## config.mk

```make
export PLATFORM = sky130hd
export DESIGN_NAME = jam_sensor_conditioner
export DESIGN_NICKNAME = d
export VERILOG_FILES = /design/src/rtl/traffic_pkg.sv /design/src/rtl/jam_sensor_conditioner_if.sv /design/src/rtl/jam_debounce_ch.sv /design/src/rtl/jam_sensor_conditioner.sv
export SDC_FILE = /design/constraint.sdc
export NUM_CORES = 1
export LEC_CHECK = 0
export BUFFER_PORTS_ARGS = -buffer_cell sky130_fd_sc_hd__buf_2
export CAP_MARGIN = 20
export CELL_PAD_IN_SITES_DETAIL_PLACEMENT = 0
export CELL_PAD_IN_SITES_GLOBAL_PLACEMENT = 1
export CORE_UTILIZATION = 25
export CTS_CLUSTER_DIAMETER = 80
export DETAILED_ROUTE_END_ITERATION = 6
export GPL_TIMING_DRIVEN = 0
export PLACE_DENSITY = 0.57
export SYNTH_ARGS = -nofsm -noshare
export SYNTH_HDL_FRONTEND = slang
export SYNTH_SLANG_ARGS = --single-unit
```

## constraint.sdc

```tcl
create_clock -name clk -period 1.7 [get_ports clk]
set_input_delay 0.425 -clock clk [delete_from_list [all_inputs] [get_ports clk]]
set_output_delay 0.425 -clock clk [all_outputs]
set_load 0.01 [all_outputs]
```

## src/rtl/traffic_pkg.sv

```systemverilog
// Shared constants and helpers for the traffic controller front end.
package traffic_pkg;

    localparam int NUM_ROADS              = 4;
    localparam int DEFAULT_ASSERT_CYCLES  = 8;
    localparam int DEFAULT_RELEASE_CYCLES = 16;
    localparam int DEFAULT_STUCK_CYCLES   = 1024;

    // One bit per road.
    typedef logic [NUM_ROADS-1:0] road_mask_t;

    // Width of a counter that must hold values up to max(a, b).
    function automatic int cnt_width(input int a, input int b);
        return $clog2(((a > b) ? a : b) + 1);
    endfunction

endpackage

```

## src/rtl/jam_sensor_conditioner_if.sv

```systemverilog
// One road's detector channel: raw field input in, conditioned level,
// rise pulse and stuck-fault flag out. There is no handshake: all signals
// are levels sampled every clock by whoever consumes them.
interface jam_sensor_conditioner_if;
    logic raw;
    logic jam;
    logic rise;
    logic fault;

    // Field/consumer side: drives the raw detector, observes conditioned outputs.
    modport master (output raw, input jam, rise, fault);
    // Conditioner side: reads the raw detector, drives conditioned outputs.
    modport slave  (input raw, output jam, rise, fault);
endinterface

```

## src/rtl/jam_debounce_ch.sv

```systemverilog
// One jam-detector channel: 2-flop synchronizer, symmetric-hysteresis
// persistence filter, registered rise pulse and, when STUCK_DETECT_EN is
// defined, a sticky stuck-asserted fault that masks the channel's outputs.
module jam_debounce_ch
    import traffic_pkg::*;
#(
    parameter int ASSERT_CYCLES  = DEFAULT_ASSERT_CYCLES,
    parameter int RELEASE_CYCLES = DEFAULT_RELEASE_CYCLES,
    parameter int STUCK_CYCLES   = DEFAULT_STUCK_CYCLES
) (
    input  logic                      clk,
    input  logic                      rst_n,
    jam_sensor_conditioner_if.slave   ch
);

    localparam int CW = cnt_width(ASSERT_CYCLES, RELEASE_CYCLES);

    logic          s1;
    logic          s;
    logic          q;
    logic          rise_r;
    logic [CW-1:0] cnt;
    logic [CW-1:0] cnt_inc;
    logic [CW-1:0] th;

    // Threshold depends on which way the filter would move.
    assign th      = q ? CW'(RELEASE_CYCLES) : CW'(ASSERT_CYCLES);
    assign cnt_inc = cnt + CW'(1);

    // Two-flop synchronizer; raw feeds nothing else.
    always_ff @(posedge clk or negedge rst_n) begin
        if (!rst_n) begin
            s1 <= 1'b0;
            s  <= 1'b0;
        end else begin
            s1 <= ch.raw;
            s  <= s1;
        end
    end

    // Persistence filter: count consecutive disagreeing cycles, flip q at
    // threshold, restart whenever s returns to q. Rise pulses on 0->1 only.
    always_ff @(posedge clk or negedge rst_n) begin
        if (!rst_n) begin
            q      <= 1'b0;
            cnt    <= '0;
            rise_r <= 1'b0;
        end else begin
            rise_r <= 1'b0;
            if (s == q) begin
                cnt <= '0;
            end else if (cnt_inc == th) begin
                q      <= s;
                cnt    <= '0;
                rise_r <= s;
            end else begin
                cnt <= cnt_inc;
            end
        end
    end

`ifdef STUCK_DETECT_EN
    localparam int SW = $clog2(STUCK_CYCLES + 1);
    localparam logic [SW-1:0] STUCK_LAST = SW'(STUCK_CYCLES - 1);

    logic [SW-1:0] stuck_cnt;
    logic          fault_r;

    // Saturating count of cycles spent asserted; fault is sticky until reset.
    always_ff @(posedge clk or negedge rst_n) begin
        if (!rst_n) begin
            stuck_cnt <= '0;
            fault_r   <= 1'b0;
        end else begin
            if (!q) begin
                stuck_cnt <= '0;
            end else if (stuck_cnt != SW'(STUCK_CYCLES)) begin
                stuck_cnt <= stuck_cnt + SW'(1);
            end
            if (q && (stuck_cnt == STUCK_LAST)) begin
                fault_r <= 1'b1;
            end
        end
    end

    assign ch.jam   = q & ~fault_r;
    assign ch.rise  = rise_r & ~fault_r;
    assign ch.fault = fault_r;
`else
    assign ch.jam   = q;
    assign ch.rise  = rise_r;
    assign ch.fault = 1'b0;
`endif

endmodule

```

## src/rtl/jam_sensor_conditioner.sv

```systemverilog
// Conditions the four raw road-side jam detectors for the traffic
// controller: one independent jam_debounce_ch per road plus an aggregate
// jam flag. Optional stuck-channel detection is built when STUCK_DETECT_EN
// is defined; otherwise sensor_fault is tied low.
module jam_sensor_conditioner
    import traffic_pkg::*;
#(
    parameter int ASSERT_CYCLES  = DEFAULT_ASSERT_CYCLES,
    parameter int RELEASE_CYCLES = DEFAULT_RELEASE_CYCLES,
    parameter int STUCK_CYCLES   = DEFAULT_STUCK_CYCLES
) (
    input  logic       clk,
    input  logic       rst_n,
    input  logic       raw_jam_0,
    input  logic       raw_jam_1,
    input  logic       raw_jam_2,
    input  logic       raw_jam_3,
    output logic       jam_sensor_0,
    output logic       jam_sensor_1,
    output logic       jam_sensor_2,
    output logic       jam_sensor_3,
    output logic [3:0] jam_rise,
    output logic       jam_any,
    output logic [3:0] sensor_fault
);

    road_mask_t raw_v;
    road_mask_t jam_v;
    road_mask_t rise_v;
    road_mask_t fault_v;

    assign raw_v = {raw_jam_3, raw_jam_2, raw_jam_1, raw_jam_0};

    for (genvar g = 0; g < NUM_ROADS; g++) begin : g_ch
        jam_sensor_conditioner_if ch_if ();

        assign ch_if.raw = raw_v[g];

        jam_debounce_ch #(
            .ASSERT_CYCLES  (ASSERT_CYCLES),
            .RELEASE_CYCLES (RELEASE_CYCLES),
            .STUCK_CYCLES   (STUCK_CYCLES)
        ) u_ch (
            .clk   (clk),
            .rst_n (rst_n),
            .ch    (ch_if.slave)
        );

        assign jam_v[g]   = ch_if.jam;
        assign rise_v[g]  = ch_if.rise;
        assign fault_v[g] = ch_if.fault;
    end

    assign jam_sensor_0 = jam_v[0];
    assign jam_sensor_1 = jam_v[1];
    assign jam_sensor_2 = jam_v[2];
    assign jam_sensor_3 = jam_v[3];
    assign jam_rise     = rise_v;
    assign sensor_fault = fault_v;
    // Channel outputs are already fault-masked, so the OR is post-mask.
    assign jam_any      = |jam_v;

endmodule

```

# [Yosys cells after proc, flatten, opt, wreduce, memory -nomap -nowiden]
# Index checks and enable logic that the tools add are counted.
[op_classes] n_addsub=4 eq_ne=8 mux=20 bitwise_logic=4 n_reduce_logical=5
[ops] op="2-to-1 mux 5 bit" count=12
[ops] op="adder 5 x 1 -> 5 bit (second input constant)" count=4
[ops] op="equality test 5 bit" count=4
[ops] op="2-to-1 mux 1 bit" count=8
[ops] op="AND reduction 2 bit" count=4
[ops] op="equality test 1 bit" count=4
[ops] op="NOT 1 bit" count=4
[ops] op="OR reduction 4 bit" count=1
[word_totals] regBits=36 input_bits=6 output_inout_bits=13 word_cells=61

# [Logic depth before layout (Yosys ltp)]
[depth] depth_word=4 ltp_mapped=5 ltp_nobuf=5

# [Modules after synthesis]
# From an unflattened synthesis, not the netlist that was laid out.
[hier_totals] cells_unflattened=237 area_unflattened_um2=2339.7
[modules_own_cells] mod="jam_debounce_ch" n_inst=4 cells_per_inst=57 area_per_inst_um2=568.0 seq_area_each_um2=225.2
[modules_own_cells] mod="jam_sensor_conditioner" n_inst=1 cells_per_inst=9 area_per_inst_um2=67.6 seq_area_each_um2=0.0

# [Worst setup path before layout]
# Ideal clock, no wire load.
[synth_path] path_kind="register to output" start="register g_ch[2].u_ch.q" end="output port jam_any" arrival_ns=1.135 required_ns=1.275 setup_slack_ns=0.140 stages_incl_launch_ff=3 n_path_buf=1 cell_sequence="dfrtp_1 -> buf_2 -> or4_1"
[synth_between] elab_chain_cells=1
[synth_lines] element="start, declared" line_no="jam_debounce_ch.sv:20" text="logic q;"
[synth_lines] element="start signal, assigned" line_no="jam_debounce_ch.sv:53" text="q <= s;"
[synth_lines] element="OR reduction 4 bit" line_no="jam_sensor_conditioner.sv:61" text="assign jam_any = |jam_v;"
[synth_lines] element="end, declared" line_no="jam_sensor_conditioner.sv:23" text="output logic jam_any,"
# Every way passes these cells.

# [Final worst setup path]
[layout_path] start="register g_ch[3].u_ch.q" end="output port jam_any"
[layout_between] elab_chain_cells=1
[layout_lines] element="start, declared" line_no="jam_debounce_ch.sv:20"
[layout_lines] element="start signal, assigned" line_no="jam_debounce_ch.sv:53"
[layout_lines] element="OR reduction 4 bit" line_no="jam_sensor_conditioner.sv:61"
# Every way passes these cells.

==> impl_metrics.yaml <==
sta:
  rsz0062_at_grt: "yes"
  hold_viol: 0
  fin_skew_ns: 0.00320
  setup_viol: 1
  layout_setup_ws_ns: -0.0783
  max_freq_mhz: 562
  worst_slew_pin_slew_ns: 0.837
  period_needed_ns: 1.78
  post-route-period-util_pct: 105
  drv_slew: 0
  max_slew_margin_pct: 44.2
finish:
  layout_common_cells: "dfrtp_1 (33), nor2_1 (15), buf_2 (15), a21oi_1 (14), buf_4 (12)"
  final_cells: 318
  fin_nets: 228
  final_cell_area_mm2: 0.00228
  drive_above_1_share_pct: 21.9
  n_antenna_cell: 0
  areaGrowthSynthToFinish_pct: 19.0
  mostFrequentLayoutCell: "dfrtp_1"
  fillers: 747
floorplanning:
  rows: 31
  core_area_mm2: 0.00733
  ios: 19
  die_area_mm2: 0.00803
  start_util_pct: 26.2
  dieHeight_um: 89.6
  die_w_um: 89.6
placed_design:
  portBuffers: 14
  place_area_mm2: 0.00212
  dpl.hpwl_um: 2590
  dp_cells: 308
  routabilityCongestion: 0.705
detailed_routing:
  via_per_inst: 4.66
  drc: 0
  ant_nets: 0
  vias: 1481
  drtPass1Iterations: 4
  drt_iter0_markers: 80
  wl_per_cell_um: 12.0
  routed_wirelength_um: 3810
global_route:
  grt_max_degree: 37
  grt_pass1_wl_um: 6580
  grt_overflow_total: 0
  antenna_found_initial: 0
  grt_pass1_vias: 1366
  track_usage_pct: 11.0
synth:
  synth_seq_area_share_pct: 47.0
  synth_edf_count: 0
  syn-instance-count: 192
  ys.flop_type: "dfrtp_1"
  syn-cell-area_mm2: 0.00192
  synth_seq_cells: 36
  synthDistinctLibCells: 53
  synth-warning-count: 0
  synth-async-reset-ratio_pct: 100
  avgSynthCellArea_um2: 9.99
setup_path:
  cp_max_fo: 2
  r2r-start: "g_ch[3].u_ch.cnt[0]"
  worst_path_max_delay_cell: "or4_4"
  worstPathCellList: "or4_4 > buf_6"
  cp_slowest_stage_delay_ns: 0.53
  critPathArrivalTime_ns: 1.35
  critPathLaunchType: "flop"
  worstSetupPathType: "flop to output pin"
  startpoint: "g_ch[3].u_ch.ch.jam"
  worstPathRequired_ns: 1.27
  worst_setup_path_end_kind: "output pin"
cts:
  htree_num_levels: 2
  clock-sinks: 36
  cts_tree: "done"
  insertion_delay_ns: 0.28
  clk_pin_slew_worst_paths_ns: 0.08
  cts_buffer_depth: 2
  clock-root-buffer: "clkbuf_8"
  cts_made_buffers: 5
power_and_ir_drop:
  power.density_mw_per_mm2: 836
  ir_drop_mv: 0.452
  p_leak_nw: 1.05
job:
  maxCapViolations: 0
min_path:
  min_path_type: "input port to asynchronous set/reset pin"
run_status:
  violations: "negative setup slack"
  status: "finished with violations"
logic make-up (layout without fill, tap and decap cells):
family                   count (synthesis)  after routing  synth area share (%)
flip-flops                              36             36                  47.0
AND/OR/NAND/NOR                         69             69                  20.6
buffers and inverters                   18             42                  5.35
AO/OA/AOI/OAI                           51             51                  17.7
XOR/XNOR                                 7              7                  3.20
multiplexers                             6              6                  3.39
other                                    1              4                 0.196
adder cells (fa/ha/maj)                  4              4                  2.61
cells in the mapped netlist (2+ instances only):
master     n  area [µm²]
nor4_1     3        18.8
o21ai_0    3        15.0
o21a_1     2        15.0
nor2_1    15        56.3
o22ai_1    2        12.5
buf_4      8        60.1
o21ai_1    4        20.0
a21oi_1   14        70.1
nand3_1    4        20.0
and2b_2    2        17.5
and2_1     4        25.0
mux2i_1    5        50.1
nand2_2    2        12.5
o311ai_0   2        17.5
ha_1       4        50.1
a21boi_1   2        15.0
nor3_1     2        10.0
nand2_1   10        37.5
a31oi_1    3        18.8
a21o_1     2        15.0
inv_1      6        22.5
and2b_1    3        22.5
buf_2      4        20.0
xnor2_1    6        52.6
and4b_1    2        20.0
dfrtp_1   36         901
nor2b_1    9        56.3
o31ai_1    8        60.1
per-layer routing:
metal  wire length (µm)  track usage (%)  part of all wire (%)
met5                  0                0                     0
met4                 67             4.76                   1.8
met3                133             2.83                   3.5
met2               1680             16.9                    44
met1               1930             14.6                    51
worst paths after layout:
| path | to | slack, ns | cells past startpoint |
|---|---|---|---|
| worst max-delay path | jam_any | -0.08 | 2 |
| worst min register to register | g_ch[3].u_ch.s | 0.35 | 0 |
| worst max register to register | g_ch[3].u_ch.cnt[4] | 0.09 | 5 |
| min in group clk | g_ch[2].u_ch.s1 | 0.24 | 1 |
| worst min-delay path | g_ch[2].u_ch.cnt[4] | 0.24 | 1 |
| max in group asynchronous | g_ch[0].u_ch.ch.jam | 0.88 | 1 |
final cells by class:
cell class	instances	area [µm²]	area share (%)
sequential	36	905	39.6
timing repair buffer	18	106	4.66
buffer	10	70.1	3.07
inverter	6	22.5	0.986
clock inverter	1	30.0	1.32
clock buffer	7	96.3	4.22
multi-input combinational	141	930	40.7
tap	99	124	5.42
flip-flops by register name, indices dropped and copies added (netlist names):
name	count
g_ch.u_ch.s	4
g_ch.u_ch.cnt	20
g_ch.u_ch.ch.jam	4
g_ch.u_ch.ch.rise	4
g_ch.u_ch.s1	4
timing repair:
action                     CTS  global route
pin swaps                    1             0
hold buffers                 0             0
buffers inserted             4             0
resized for setup            7             0
hold endpoints to repair     0             0
setup endpoints to repair    1             1
power breakdown:
group	switching (mW)	total [mW]	internal, mW
clock	0.326	0.844	0.518
combinational	0.0782	0.139	0.0610
sequential	0.0367	0.926	0.889
critical path: cells and delay by family (launching register included):
family                 cells  cell delay [ns]
flip-flops                 1             0.41
buffers and inverters      1             0.14
AND/OR/NAND/NOR            1             0.53
through the flow:
stage	TNS, ns	hold WS [ns]	worst slack [ns]	total power [mW]	util (%)
CTS	-0.0895	0.227	-0.0895	1.94	31.3
detailed placement	0	0.337	0.0761	1.08	29.0
global placement	0	0.331	0.0680	1.08	29.0
global route	-0.122	0.223	-0.122	2.00	31.1
floorplan	0	0.129	0.140	1.03	-
finish	-0.0783	0.236	-0.0783	1.91	31.1
Note: power is estimated with default switching activity, not from simulation.
